--- config.mk ---
export PLATFORM = sky130hd
export DESIGN_NAME = la_oapipe
export DESIGN_NICKNAME = d
export VERILOG_FILES = /design/src/rtl/la_oapipe_pkg.sv /design/src/rtl/la_oapipe_stage.sv /design/src/rtl/la_oapipe.sv
export SDC_FILE = /design/constraint.sdc
export NUM_CORES = 1
export LEC_CHECK = 0
export ABC_AREA = 1
export CAP_MARGIN = 20
export CORE_MARGIN = 8
export CORE_UTILIZATION = 41
export DETAILED_ROUTE_END_ITERATION = 10
export PLACE_DENSITY = 0.88
export SYNTH_ARGS = -nofsm -noshare
export SYNTH_HDL_FRONTEND = slang
export SYNTH_SLANG_ARGS = --single-unit
--- constraint.sdc ---
create_clock -name clk -period 1.4 [get_ports clk]
set_input_delay 0.14 -clock clk [delete_from_list [all_inputs] [get_ports clk]]
set_output_delay 0.14 -clock clk [all_outputs]
set_load 0.05 [all_outputs]
--- src/rtl/la_oapipe_pkg.sv ---
// -----------------------------------------------------------------------------
// la_oapipe_pkg
//
// Shared definitions for the la_oapipe or-and pipeline:
//   - function-select encodings for the four reductions
//   - reduce_bit(): the per-bit or-and / and-or evaluation, given the OR and
//     AND of the a-terms and b-terms at one bit position
//   - col_or() / col_and(): column reductions over a packed term vector
//
// Callers reduce each term group down to "any" (OR) and "all" (AND) per bit
// first. The per-bit function is then identical for every NA/NB/W choice.
// -----------------------------------------------------------------------------
package la_oapipe_pkg;

  typedef logic [1:0] mode_t;

  localparam mode_t OA  = 2'd0;  // OR(a) & OR(b)
  localparam mode_t OAI = 2'd1;  // ~(OR(a) & OR(b))
  localparam mode_t AO  = 2'd2;  // AND(a) | AND(b)
  localparam mode_t AOI = 2'd3;  // ~(AND(a) | AND(b))

  // Per-bit reduction. any_x / all_x are the OR / AND of the x-terms at this
  // bit position.
  function automatic logic reduce_bit(input mode_t mode,
                                      input logic  any_a,
                                      input logic  all_a,
                                      input logic  any_b,
                                      input logic  all_b);
    logic r;
    case (mode)
      OA:      r = any_a & any_b;
      OAI:     r = ~(any_a & any_b);
      AO:      r = all_a | all_b;
      default: r = ~(all_a | all_b);
    endcase
    return r;
  endfunction

  // Column OR of term bit k in a packed vector of n terms, each w bits wide.
  function automatic logic col_or(input logic [255:0] terms,
                                  input int           n,
                                  input int           w,
                                  input int           k);
    logic r;
    r = 1'b0;
    for (int i = 0; i < n; i++) r = r | terms[i*w + k];
    return r;
  endfunction

  // Column AND of term bit k in a packed vector of n terms, each w bits wide.
  function automatic logic col_and(input logic [255:0] terms,
                                   input int           n,
                                   input int           w,
                                   input int           k);
    logic r;
    r = 1'b1;
    for (int i = 0; i < n; i++) r = r & terms[i*w + k];
    return r;
  endfunction

endpackage

--- src/rtl/la_oapipe_stage.sv ---
// -----------------------------------------------------------------------------
// la_oapipe_stage
//
// One valid/data pipeline register with load enable.
//
// Ports:
//   clk       in   rising-edge clock
//   reset     in   asynchronous, active-high reset (clears valid and data)
//   load      in   stage takes the upstream beat this edge
//   valid_in  in   upstream valid
//   data_in   in   upstream data (W bits)
//   valid_q   out  stage holds a beat
//   data_q    out  stage data (W bits)
//
// Data is written only when the incoming beat is valid, so a bubble passing
// through leaves the data register untouched. This keeps the output stable
// and avoids needless toggling.
// -----------------------------------------------------------------------------
module la_oapipe_stage #(
  parameter int W    = 8,
  parameter     PROP = "DEFAULT"
) (
  input  logic         clk,
  input  logic         reset,
  input  logic         load,
  input  logic         valid_in,
  input  logic [W-1:0] data_in,
  output logic         valid_q,
  output logic [W-1:0] data_q
);

  // NOTE: the data register is reset along with valid, because z is defined
  // to read 0 straight out of reset and it is a visible port.
  always_ff @(posedge clk or posedge reset) begin
    if (reset) begin
      valid_q <= 1'b0;
      data_q  <= '0;
    end else if (load) begin
      // NOTE: non-blocking assignments on every flop, so that all stages
      // update from the pre-edge values of their neighbours.
      valid_q <= valid_in;
      if (valid_in) data_q <= data_in;
    end
  end

endmodule

--- src/rtl/la_oapipe.sv ---
// -----------------------------------------------------------------------------
// la_oapipe
//
// Pipelined, run-time selectable or-and / and-or reduction. For each bit k it
// combines NA a-terms and NB b-terms at that bit:
//   mode 0 OA  : OR(a) & OR(b)      mode 1 OAI : ~OA
//   mode 2 AO  : AND(a) | AND(b)    mode 3 AOI : ~AO
// The result is evaluated combinationally and carried through STAGES
// valid/ready registers. The pipeline collapses bubbles and sustains full
// throughput under backpressure. STAGES = 0 gives a pure combinational path.
//
// Ports:
//   clk        in   rising-edge clock
//   reset      in   asynchronous, active-high reset
//   in_valid   in   input beat present
//   in_ready   out  beat accepted this cycle (combinational load chain)
//   mode       in   function select, sampled with the beat
//   a          in   NA*W a-terms, term i at [i*W +: W]
//   b          in   NB*W b-terms, same packing
//   out_valid  out  z holds a result
//   out_ready  in   downstream takes z this cycle
//   z          out  W-bit result
// -----------------------------------------------------------------------------
module la_oapipe
  import la_oapipe_pkg::*;
#(
  parameter int W      = 8,
  parameter int NA     = 3,
  parameter int NB     = 2,
  parameter int STAGES = 2,
  parameter     PROP   = "DEFAULT"
) (
  input  logic          clk,
  input  logic          reset,
  input  logic          in_valid,
  output logic          in_ready,
  input  logic [1:0]    mode,
  input  logic [NA*W-1:0] a,
  input  logic [NB*W-1:0] b,
  output logic          out_valid,
  input  logic          out_ready,
  output logic [W-1:0]  z
);

  // ---------------------------------------------------------------------------
  // Reduction, evaluated ahead of stage 1. Mode is folded in here, so the
  // stages carry only {valid, result}.
  // ---------------------------------------------------------------------------
  logic [W-1:0] any_a, all_a, any_b, all_b;
  logic [W-1:0] f;

  // NOTE: every always_comb output gets a default before the loops. This
  // keeps the block free of latches whatever NA/NB/W are.
  always_comb begin
    any_a = '0;
    all_a = '1;
    any_b = '0;
    all_b = '1;
    for (int i = 0; i < NA; i++) begin
      any_a = any_a | a[i*W +: W];
      all_a = all_a & a[i*W +: W];
    end
    for (int j = 0; j < NB; j++) begin
      any_b = any_b | b[j*W +: W];
      all_b = all_b & b[j*W +: W];
    end
    f = '0;
    for (int k = 0; k < W; k++) begin
      f[k] = reduce_bit(mode, any_a[k], all_a[k], any_b[k], all_b[k]);
    end
  end

  // ---------------------------------------------------------------------------
  // Pipeline or bypass
  // ---------------------------------------------------------------------------
  if (STAGES == 0) begin : g_bypass

    assign z         = f;
    assign out_valid = in_valid;
    assign in_ready  = out_ready;

  end else begin : g_pipe

    logic [STAGES:1] v;
    logic [STAGES:1] load;
    logic [W-1:0]    d [1:STAGES];

    // Load chain, evaluated from the output back. A stage loads when it is
    // empty or its successor loads. An empty stage anywhere therefore keeps
    // everything upstream of it moving, which squeezes out bubbles while the
    // output stalls.
    always_comb begin
      load         = '0;
      load[STAGES] = ~v[STAGES] | out_ready;
      for (int s = STAGES - 1; s >= 1; s--) begin
        load[s] = ~v[s] | load[s+1];
      end
    end

    for (genvar s = 1; s <= STAGES; s++) begin : g_stage
      logic         vin;
      logic [W-1:0] din;

      if (s == 1) begin : g_first
        assign vin = in_valid;
        assign din = f;
      end else begin : g_next
        assign vin = v[s-1];
        assign din = d[s-1];
      end

      la_oapipe_stage #(
        .W    (W),
        .PROP (PROP)
      ) u_stage (
        .clk      (clk),
        .reset    (reset),
        .load     (load[s]),
        .valid_in (vin),
        .data_in  (din),
        .valid_q  (v[s]),
        .data_q   (d[s])
      );
    end

    // in_ready is the stage-1 load condition itself. There is no registered
    // ready, so a full pipeline still moves one beat per cycle when
    // out_ready is high.
    assign in_ready  = load[1];
    assign out_valid = v[STAGES];
    assign z         = d[STAGES];

  end

endmodule

Word-level counts from Yosys, hierarchy flattened
Cells that the tools add are included.
W data, S select, Z words.
{"block": "totals", "reg_bits": 18, "latch_bits": 0, "elab_cells": 59, "ramBits": 0, "out_inout_bits": 10, "memories": 0, "in_bits": 46, "romBits": 0}
{"block": "op_classes", "order_cmp": 0, "n_eq_ne": 2, "shift": 0, "div_mod_pow": 0, "multipliers": 0, "n_addsub": 0, "bitwise": 42, "n_reduce_logical": 3, "mux": 8}
{"operator": "$and A8 B8 Y8", "count": 3}
{"operator": "$or A8 B8 Y8", "count": 3}
{"operator": "$pmux W1 S3", "count": 8}
{"operator": "$not A1 Y1", "count": 18}
{"operator": "$or A1 B1 Y1", "count": 10}
{"operator": "$and A1 B1 Y1", "count": 8}
{"operator": "$reduce_and A2 Y1", "count": 2}
{"operator": "$eq A2 B1 Y1 const B", "count": 1}
{"operator": "$eq A2 B2 Y1 const B", "count": 1}
{"operator": "$logic_not A2 Y1", "count": 1}

Depth between registers and ports, before layout
Gate-level depths: netlist of run 1.
{"block": "depth", "depth_word": 5, "mapped_depth": 7, "ltp_nobuf": 7}

By module
From an unflattened synthesis of run 1, not the netlist that was laid out.
{"block": "hier_totals", "cells_unflattened": 207, "area_unflattened_um2": 1300.0}
{"module": "la_oapipe_stage", "area_each_um2": 380.4, "seq_area_each_um2": 225.2, "cells_each": 39, "n_inst": 2}
{"module": "la_oapipe", "area_each_um2": 539.3, "seq_area_each_um2": 0.0, "cells_each": 129, "n_inst": 1}

Worst setup path after synthesis of run 1
No wires, ideal clock.
{"block": "synth_path", "path_type": "register -> register", "start": "reg g_pipe.g_stage[2].u_stage.valid_q", "end": "reg g_pipe.g_stage[1].u_stage.data_q[0]", "path_buffers": 0, "setup_ns": 0.117, "stages_incl_launch_ff": 6, "required_ns": 1.283, "arrival_time_ns": 1.484, "setup_slack_ns": -0.202, "period_less_slack_ns": 1.602, "cell_sequence": "dfrtp_1 -> nand3_2 -> nand2_4 -> inv_4 -> nand3_1 -> nand2_1"}
{"block": "synth_between", "elab_chain_cells": 4}
{"item": "from (decl)", "line_no": "la_oapipe_stage.sv:28", "rtl": "output logic valid_q,"}
{"item": "from (signal assigned)", "line_no": "la_oapipe_stage.sv:41", "rtl": "valid_q <= valid_in;"}
{"item": "$not A1 Y1", "line_no": "la_oapipe.sv:94", "rtl": "load[STAGES] = ~v[STAGES] | out_ready;"}
{"item": "$or A1 B1 Y1", "line_no": "la_oapipe.sv:94"}
{"item": "$or A1 B1 Y1", "line_no": "la_oapipe.sv:96", "rtl": "load[s] = ~v[s] | load[s+1];"}
{"item": "via in_ready", "line_no": "la_oapipe.sv:36", "rtl": "output logic in_ready,"}
{"item": "$reduce_and A2 Y1 (no source line)"}
{"item": "to (signal assigned)", "line_no": "la_oapipe_stage.sv:42", "rtl": "if (valid_in) data_q <= data_in;"}
{"item": "to (decl)", "line_no": "la_oapipe_stage.sv:29", "rtl": "output logic [W-1:0] data_q"}
The timed path passes the listed nets, and every way through them passes these cells.
A chain may end at the register's enable or synchronous reset.

Worst setup path after layout of run 1
{"block": "layout_path", "start": "reg g_pipe.g_stage[1].u_stage.valid_q", "end": "out in_ready"}
{"block": "layout_between", "elab_chain_cells": 2}
{"item": "from (decl)", "line_no": "la_oapipe_stage.sv:28"}
{"item": "from (signal assigned)", "line_no": "la_oapipe_stage.sv:41"}
{"item": "$not A1 Y1", "line_no": "la_oapipe.sv:96"}
{"item": "$or A1 B1 Y1", "line_no": "la_oapipe.sv:96"}
{"item": "to (decl)", "line_no": "la_oapipe.sv:36"}
No other way between the ends.

==> reports/results.txt, run 1 <==
The top fanout value on the critical path is 3, and the data arrival time of the critical path is 1.05 ns. Input and output buffers added on the ports amount to 55. The number of antenna diodes is 0. Counting every sink on the clock net gives 18. Entering global routing, the biggest net connects 19 pins.

The clock-pin slew reported for the worst setup and hold paths after clock tree synthesis is 0.10 ns. The first global-routing pass estimated 5230 um of wire. Most frequently used cell type in the post-synthesis netlist: sky130_fd_sc_hd__nand2_1. The normalized max-slew margin is 0.844, and the summed negative setup slack over all endpoints is 0 ns. The layout cell share with drive strength beyond 1 is 0.133, and the number of antenna violations at the first check in global routing is 0. The die is 69.9 um wide. Final setup skew: 0.00686 ns. The signed area change from the synthesized netlist to the final layout was 55.7%; the slew at the pin closest to its max-slew limit was 0.234 ns. The min-delay analysis places its worst path in the category in2async. Summed over all nets, the half-perimeter wirelength after detailed placement is 2470 um.

The flop and latch count out of synthesis was 18; the boundary pin count was 56. The number of search-and-repair iterations in the first detailed-routing pass was 5; the multi-input combinational cell area was 642 um^2. The stage delay of the slowest cell on the critical path came out at 0.45 ns. The clock passes through at most 2 buffers.

The run gives 0.121 as the global-route usage over all layers. Mean number of vias per cell: 4.56. The die covers 0.00488 mm^2. The worst reg2reg path depth was 3. A synthesized cell averages 6.92 um^2. By area the synthesized netlist is led by sky130_fd_sc_hd__dfrtp_1 38%, sky130_fd_sc_hd__nand2_1 23%, sky130_fd_sc_hd__nand3_1 12%, sky130_fd_sc_hd__mux2_4 10%, sky130_fd_sc_hd__inv_1 6.9%.

The leakage power total was 0.993 nW; the number of nets in the layout was 280. The tree is rooted in a sky130_fd_sc_hd__clkbuf_4. The run gives 0 as the total of cells resized after clock tree synthesis. STA classifies the critical path startpoint as a register. Counting instances in the post-synthesis netlist gives the leading cell types as 74 x sky130_fd_sc_hd__nand2_1, 29 x sky130_fd_sc_hd__nand3_1, 22 x sky130_fd_sc_hd__inv_1. The logs give 0.00276 mm^2 for the standard cell core area and 0.715 for the final weighted congestion of routability-driven global placement.

The total power per unit cell area was 1160 mW/mm^2; the final setup violation count was 0. Traced cell by cell, the critical path runs through nand3_4 -> buf_12. The number of library cell types mapped by synthesis was 12; the number of antenna-violating nets in the routed design was 0. The initial cell density of the core came out at 0.431. The async set-or-reset flop fraction in the synthesized netlist was 1.00. TritonCTS built the clock tree. The critical path runs through a total of 2 cells.

Summed over all layers, the routed wires come to 2810 um. The critical path is of the reg2out type. After layout, the minimum clock period comes to 1.19 ns. The placement row count came out at 19.

In this run the vertical extent of the chip is 69.9 um. For this run, design rule violations remaining after detail routing come to 0. For the number of warnings reported in the yosys synthesis log, the log shows 0. The fraction of post-synthesis cell area in the top cell type by area is 0.379, and the net count after synthesis is 218. The max-slew violation count was 0. The first routing iteration left 35 violations. Clock latency on the worst-skew pair, taken at its later pin, is 0.29 ns.

The run finished with clean final reports. The synthesized netlist occupies a cell area of 0.00119 mm^2. The number of levels in the clock H-tree came out at 1. Post-route clock period utilization: 0.846. After filler insertion, the fill cell instance count of the layout stands at 243. After clock tree synthesis, the flow added hold-fix buffers numbering 0. Derived from the worst setup path, the maximum achievable clock frequency is 0.844 GHz. The total clock buffers created by CTS was 3; the share of synthesized area occupied by flip-flops and latches was 0.379. The tools report the worst slack at placement as 0.0500 ns. The number of buffers and inverters on the critical path came out at 1. The slowest stage of the critical path is the sky130_fd_sc_hd__dfrtp_1 cell.

Setup repair after global routing left no endpoint under its margin. The cell taking the most area after synthesis was sky130_fd_sc_hd__dfrtp_1. Across the VDD grid, the largest voltage drop is 0.00118 V. Synthesis produced a netlist whose cell count is 172.

The logs give 1204 for the total number of vias and 0 for the post-CTS setup buffer count. After detailed routing, the average wire length per cell comes to 10.6 um. Gate family responsible for the most delay along the worst path: flip-flops. The run gives 1306 as the via count of the first global-routing pass. The tools report the element type at the critical path end as an output port.

For the worst setup path, the data required time is 1.26 ns. Counting flops with a built-in enable in the synthesized netlist gives 0. The top flip-flop cell by instance count after synthesis was sky130_fd_sc_hd__dfrtp_1. Global routing finished with a remaining overflow of 0. The run gives 0 as the number of hold violations in the final report. The tool flagged a number of max-cap violations equal to 0.

Across all setup checks in the final design, the least slack found is 0.215 ns. The sequential cells in the finished layout cover a total of 452 um^2.
[layer usage]
layer / wire (um) / up-vias / global-route usage
li1: - / 655 / -
met1: 1280 / 502 / 0.140
met2: 1260 / 43 / 0.201
met3: 247 / 4 / 0.0466
met4: 19 / 0 / 0.0335
met5: 0 / - / 0
[worst paths after layout]
kind	start	slack, ns	to
max	g_pipe.g_stage[1].u_stage.valid_q$_DFFE_PP0N_	0.21	in_ready
min	reset	0.16	g_pipe.g_stage[1].u_stage.data_q[7]$_DFFE_PP0P_
max reg2reg	g_pipe.g_stage[2].u_stage.valid_q$_DFFE_PP0P_	0.27	g_pipe.g_stage[2].u_stage.data_q[4]$_DFFE_PP0P_
min reg2reg	g_pipe.g_stage[1].u_stage.data_q[0]$_DFFE_PP0P_	0.49	g_pipe.g_stage[1].u_stage.data_q[0]$_DFFE_PP0P_
max in group asynchronous	reset	1.04	g_pipe.g_stage[2].u_stage.valid_q$_DFFE_PP0P_
min in group clk	g_pipe.g_stage[1].u_stage.data_q[0]$_DFFE_PP0P_	0.49	g_pipe.g_stage[1].u_stage.data_q[0]$_DFFE_PP0P_
[worst reg2reg max path, stage by stage (launching register included)]
cell	delay, ns
sky130_fd_sc_hd__dfrtp_2	0.46
sky130_fd_sc_hd__nand2_2	0.11
sky130_fd_sc_hd__nand2_4	0.12
sky130_fd_sc_hd__mux2_4	0.32
[cell type report]
class / count / share of cell area
multi-input combinational: 129 / 0.346
timing repair buffer: 59 / 0.327
sequential: 18 / 0.244
inverter: 23 / 0.0479
tap: 31 / 0.0209
clock buffer: 4 / 0.0142
[state kept, by name, indices dropped and copies added (netlist names)]
| register | flops |
|---|---|
| g_pipe.g_stage.u_stage.data_q | 16 |
| g_pipe.g_stage.u_stage.valid_q | 2 |
[power by group]
part / internal, mW / switching, mW
clock: 0.111 / 0.147
sequential: 0.662 / 0.109
combinational: 0.524 / 0.598
[through the flow]
step | hold WS [ns] | cell area (um^2) | util | instances | power, mW
floorplan | 0.0785 | 1200 | - | 172 | 1.44
global placement | 0.463 | 1830 | 0.662 | 260 | 1.89
detailed placement | 0.471 | 1830 | 0.662 | 260 | 1.92
CTS | 0.158 | 1850 | 0.672 | 264 | 2.17
global route | 0.189 | 1850 | 0.672 | 264 | 2.28
finish | 0.159 | 1850 | 0.672 | 264 | 2.15
[logic make-up after synthesis]
kind of cell / Yosys count / share of synthesized area
buffers and inverters: 25 / 0.0883
DFF: 18 / 0.379
muxes: 8 / 0.101
and+or+nand+nor: 121 / 0.432
[layout by cell type, fill, tap and decap left out]
cell type	instances
sky130_fd_sc_hd__nand3_4	1
sky130_fd_sc_hd__clkdlybuf4s50_1	45
sky130_fd_sc_hd__clkbuf_1	1
sky130_fd_sc_hd__buf_4	10
sky130_fd_sc_hd__nand2_4	2
sky130_fd_sc_hd__nor2_1	14
sky130_fd_sc_hd__clkbuf_4	3
sky130_fd_sc_hd__nand2_1	74
sky130_fd_sc_hd__buf_12	4
sky130_fd_sc_hd__dfrtp_1	17
sky130_fd_sc_hd__nand2_2	1
sky130_fd_sc_hd__mux2_4	8
sky130_fd_sc_hd__inv_1	22
sky130_fd_sc_hd__inv_4	1
sky130_fd_sc_hd__nand3_1	29
sky130_fd_sc_hd__dfrtp_2	1
Power figures use the tool's default switching activity.
==> run 2, diff against run 1 <==
==> constraint.sdc (replaced) <==
create_clock -name clk -period 1.2 [get_ports clk]
set_input_delay 0.12 -clock clk [delete_from_list [all_inputs] [get_ports clk]]
set_output_delay 0.12 -clock clk [all_outputs]
set_load 0.05 [all_outputs]
==> run 2 against run 1 <==
Net effect: count of clock-buffer cells in the layout stayed put; routed wire length is 2.9% higher; die area stayed put; combinational power is 36% higher; first-iteration DRC count is 26% higher; cell count is 0.76% higher; sequential share of layout area is 1.1 points lower; utilization is 3.3 points higher; clock power is 14% higher; hold slack worse by 0.013 ns; largest power group unchanged.
==> reports/results.txt, run 2 (same netlist as run 1, synthesis figures left out) <==
Portion of total power attributed to combinational logic: 0.551. For the power dissipated by switching net loads, the log shows 1.04 mW. Input and output buffers added on the ports amount to 55. STA puts the critical path data arrival time at 1.03 ns. The worst endpoint required time was 1.08 ns; the mean number of vias per cell was 4.72. The cell area after placement came out at 0.00192 mm^2.

Clock skew on the completed layout was measured at 0.00351 ns. The logs give 1259 for the via count of the first global-routing pass and 1255 for the total number of vias. The number of antenna diodes is 0, and the standard cell core area is 0.00276 mm^2.

The number of nets in the layout is 282. g_pipe.g_stage.u_stage.data_q holds more flip-flops than any other register. The cell count after placement is 262.

The logs give 0 for the number of hold violations in the final report and 0.870 GHz for the top achievable clock speed. The run gives 0.107 as the clock share of power. The number of max-capacitance violations reported was 0; the remaining global-route overflow was 0.

The internal power component is 1.72 mW. The clock insertion delay at the later pin of the skew report was 0.28 ns. The logs give 44 for the number of DRC markers after the initial detailed-route iteration and 266 for the count of non-filler cells in the finished layout. The max-slew violation count is 0. Timing analysis after detailed placement gives a worst setup slack of -0.144 ns. The clock net in this run drives a total of 18 sinks. Counting the buffers created by CTS gives 3. In the final routed layout, each cell accounts on average for 10.8 um. The run finished with clean final reports. Leaving out fill and tap cells, the most frequent cell in the layout is sky130_fd_sc_hd__nand2_1.

The clock passes through at most 2 buffers. For flop-to-flop paths, the worst setup slack is 0.11 ns. In this run the static leakage power is 1.03 nW. The global-route usage over all layers is 0.120. The most critical setup path has its endpoint at in_ready. The run gives 2890 um as the total wirelength of the detailed-routed design.

The kind of critical path is in2out. The switching share of power was 0.376. Clock-pin slew was measured on the worst setup and hold paths at 0.09 ns. The number of antenna violations at the first check in global routing came out at 0. The tools report the pin count of the biggest net entering global routing as 19. The root buffer cell chosen for the clock tree is sky130_fd_sc_hd__clkbuf_4.

For the relative contribution of sequential cells to total power, the log shows 0.342. Tracing the worst setup path back leads to its startpoint at out_ready. Detailed placement ended at an HPWL of 2590 um.

In this run the count of I/O pins placed on the die edge is 56. STA classifies the critical path startpoint as an input port. Die boundary height: 69.9 um.

The worst register-to-register path has a depth of 3. In the layout the commonest cells are 74 x sky130_fd_sc_hd__nand2_1, 45 x sky130_fd_sc_hd__clkdlybuf4s50_1, 29 x sky130_fd_sc_hd__nand3_1. Routability-driven placement finished with a final weighted congestion of 0.772.

The endpoint identified for the worst register-to-register timing path is g_pipe.g_stage[2].u_stage.data_q[4]$_DFFE_PP0P_. The worst setup slack after layout was 0.0507 ns; the layout cell share with drive strength beyond 1 was 0.149. The logs give 1 for the number of levels in the clock H-tree and 5150 um for the global-route wire length before repair. VDD sags by at most 0.00143 V.

The placement row count is 19. The run gives 0 as the remaining routing DRC violations. Number of antenna-violating nets in the routed design: 0.

The register with the most flip-flops in the layout has 16 of them. The largest registers in the layout are g_pipe.g_stage.u_stage.data_q x16, g_pipe.g_stage.u_stage.valid_q x2. The final period demand of the worst path is 1.15 ns, and the post-route clock period utilization is 0.958. The total power per unit cell area came out at 1420 mW/mm^2. The first detailed-routing pass took 4 iterations. Normalized max-slew margin: 0.836.

The top fanout value on the critical path is 3. The tools report the initial cell density of the core as 0.431. The signed area change from the synthesized netlist to the final layout is 63.4%. The worst hold path belongs to the class in2async.

The tools report the element type at the critical path end as an output port. The tools report the final setup violation count as 0. The startpoint identified for the worst register-to-register timing path is g_pipe.g_stage[2].u_stage.valid_q$_DFFE_PP0P_. TritonCTS built the clock tree. Measured along the x axis, the die boundary spans 69.9 um. At the pin with the least slew margin, the transition time is 0.246 ns. After routing the design area is 0.00194 mm^2.

Setup repair after global routing left no endpoint under its margin. The total die area was 0.00488 mm^2; the count of hold-fix buffers inserted at cts was 0.
## run 2: cell type report
cell class,instances,area (um^2)
Inverter,23,88.8
Fill cell,232,813
Timing Repair Buffer,61,696
Sequential cell,18,453
Clock buffer,4,26.3
Multi-Input combinational cell,129,642
Tap cell,31,38.8
## run 2: stage by stage
step           hold slack [ns]  setup TNS (ns)   util  power (mW)
2_1_floorplan           0.0585          -0.697      -        1.67
3_3_place_gp             0.453          -0.741  0.695        2.44
3_5_place_dp             0.462           -2.15  0.695        2.49
4_1_cts                  0.148               0  0.705        2.80
5_1_grt                  0.174               0  0.705        2.90
6_report                 0.146               0  0.705        2.76
## run 2: repair_timing
action,CTS,global route
setup endpoints to repair,1,0
hold endpoints to repair,0,0
resized for setup,2,0
buffers inserted,1,0
## run 2: worst min-delay path by stage
stage                                                       to  slack, ns
2_1_floorplan  g_pipe.g_stage[1].u_stage.data_q[0]$_DFFE_PP0P_       0.06
5_1_grt        g_pipe.g_stage[2].u_stage.data_q[7]$_DFFE_PP0P_       0.17
3_3_place_gp   g_pipe.g_stage[2].u_stage.data_q[0]$_DFFE_PP0P_       0.45
3_5_place_dp   g_pipe.g_stage[2].u_stage.data_q[1]$_DFFE_PP0P_       0.46
6_report       g_pipe.g_stage[2].u_stage.data_q[7]$_DFFE_PP0P_       0.15
4_1_cts        g_pipe.g_stage[2].u_stage.data_q[7]$_DFFE_PP0P_       0.15
## run 2: routing by layer
layer	part of all wire	GRT usage	wire, um
met4	0.012	0.0335	34
met1	0.41	0.130	1190
met5	0	0	0
met3	0.088	0.0494	255
met2	0.49	0.209	1400
## run 2: worst max-delay path: stages
cell and delay [ns]:
sky130_fd_sc_hd__clkdlybuf4s50_1 0.49, sky130_fd_sc_hd__inv_2 0.05, sky130_fd_sc_hd__buf_4 0.14, sky130_fd_sc_hd__nand3_4 0.09, sky130_fd_sc_hd__buf_12 0.14
## run 2: power by group through the flow
stage	registers [mW]	clock network (mW)	logic (mW)
global placement	0.945	0	1.50
global route	0.964	0.332	1.61
finish	0.943	0.295	1.52
detailed placement	0.962	0	1.53
CTS	0.946	0.311	1.54
floorplan	1.27	0	0.405
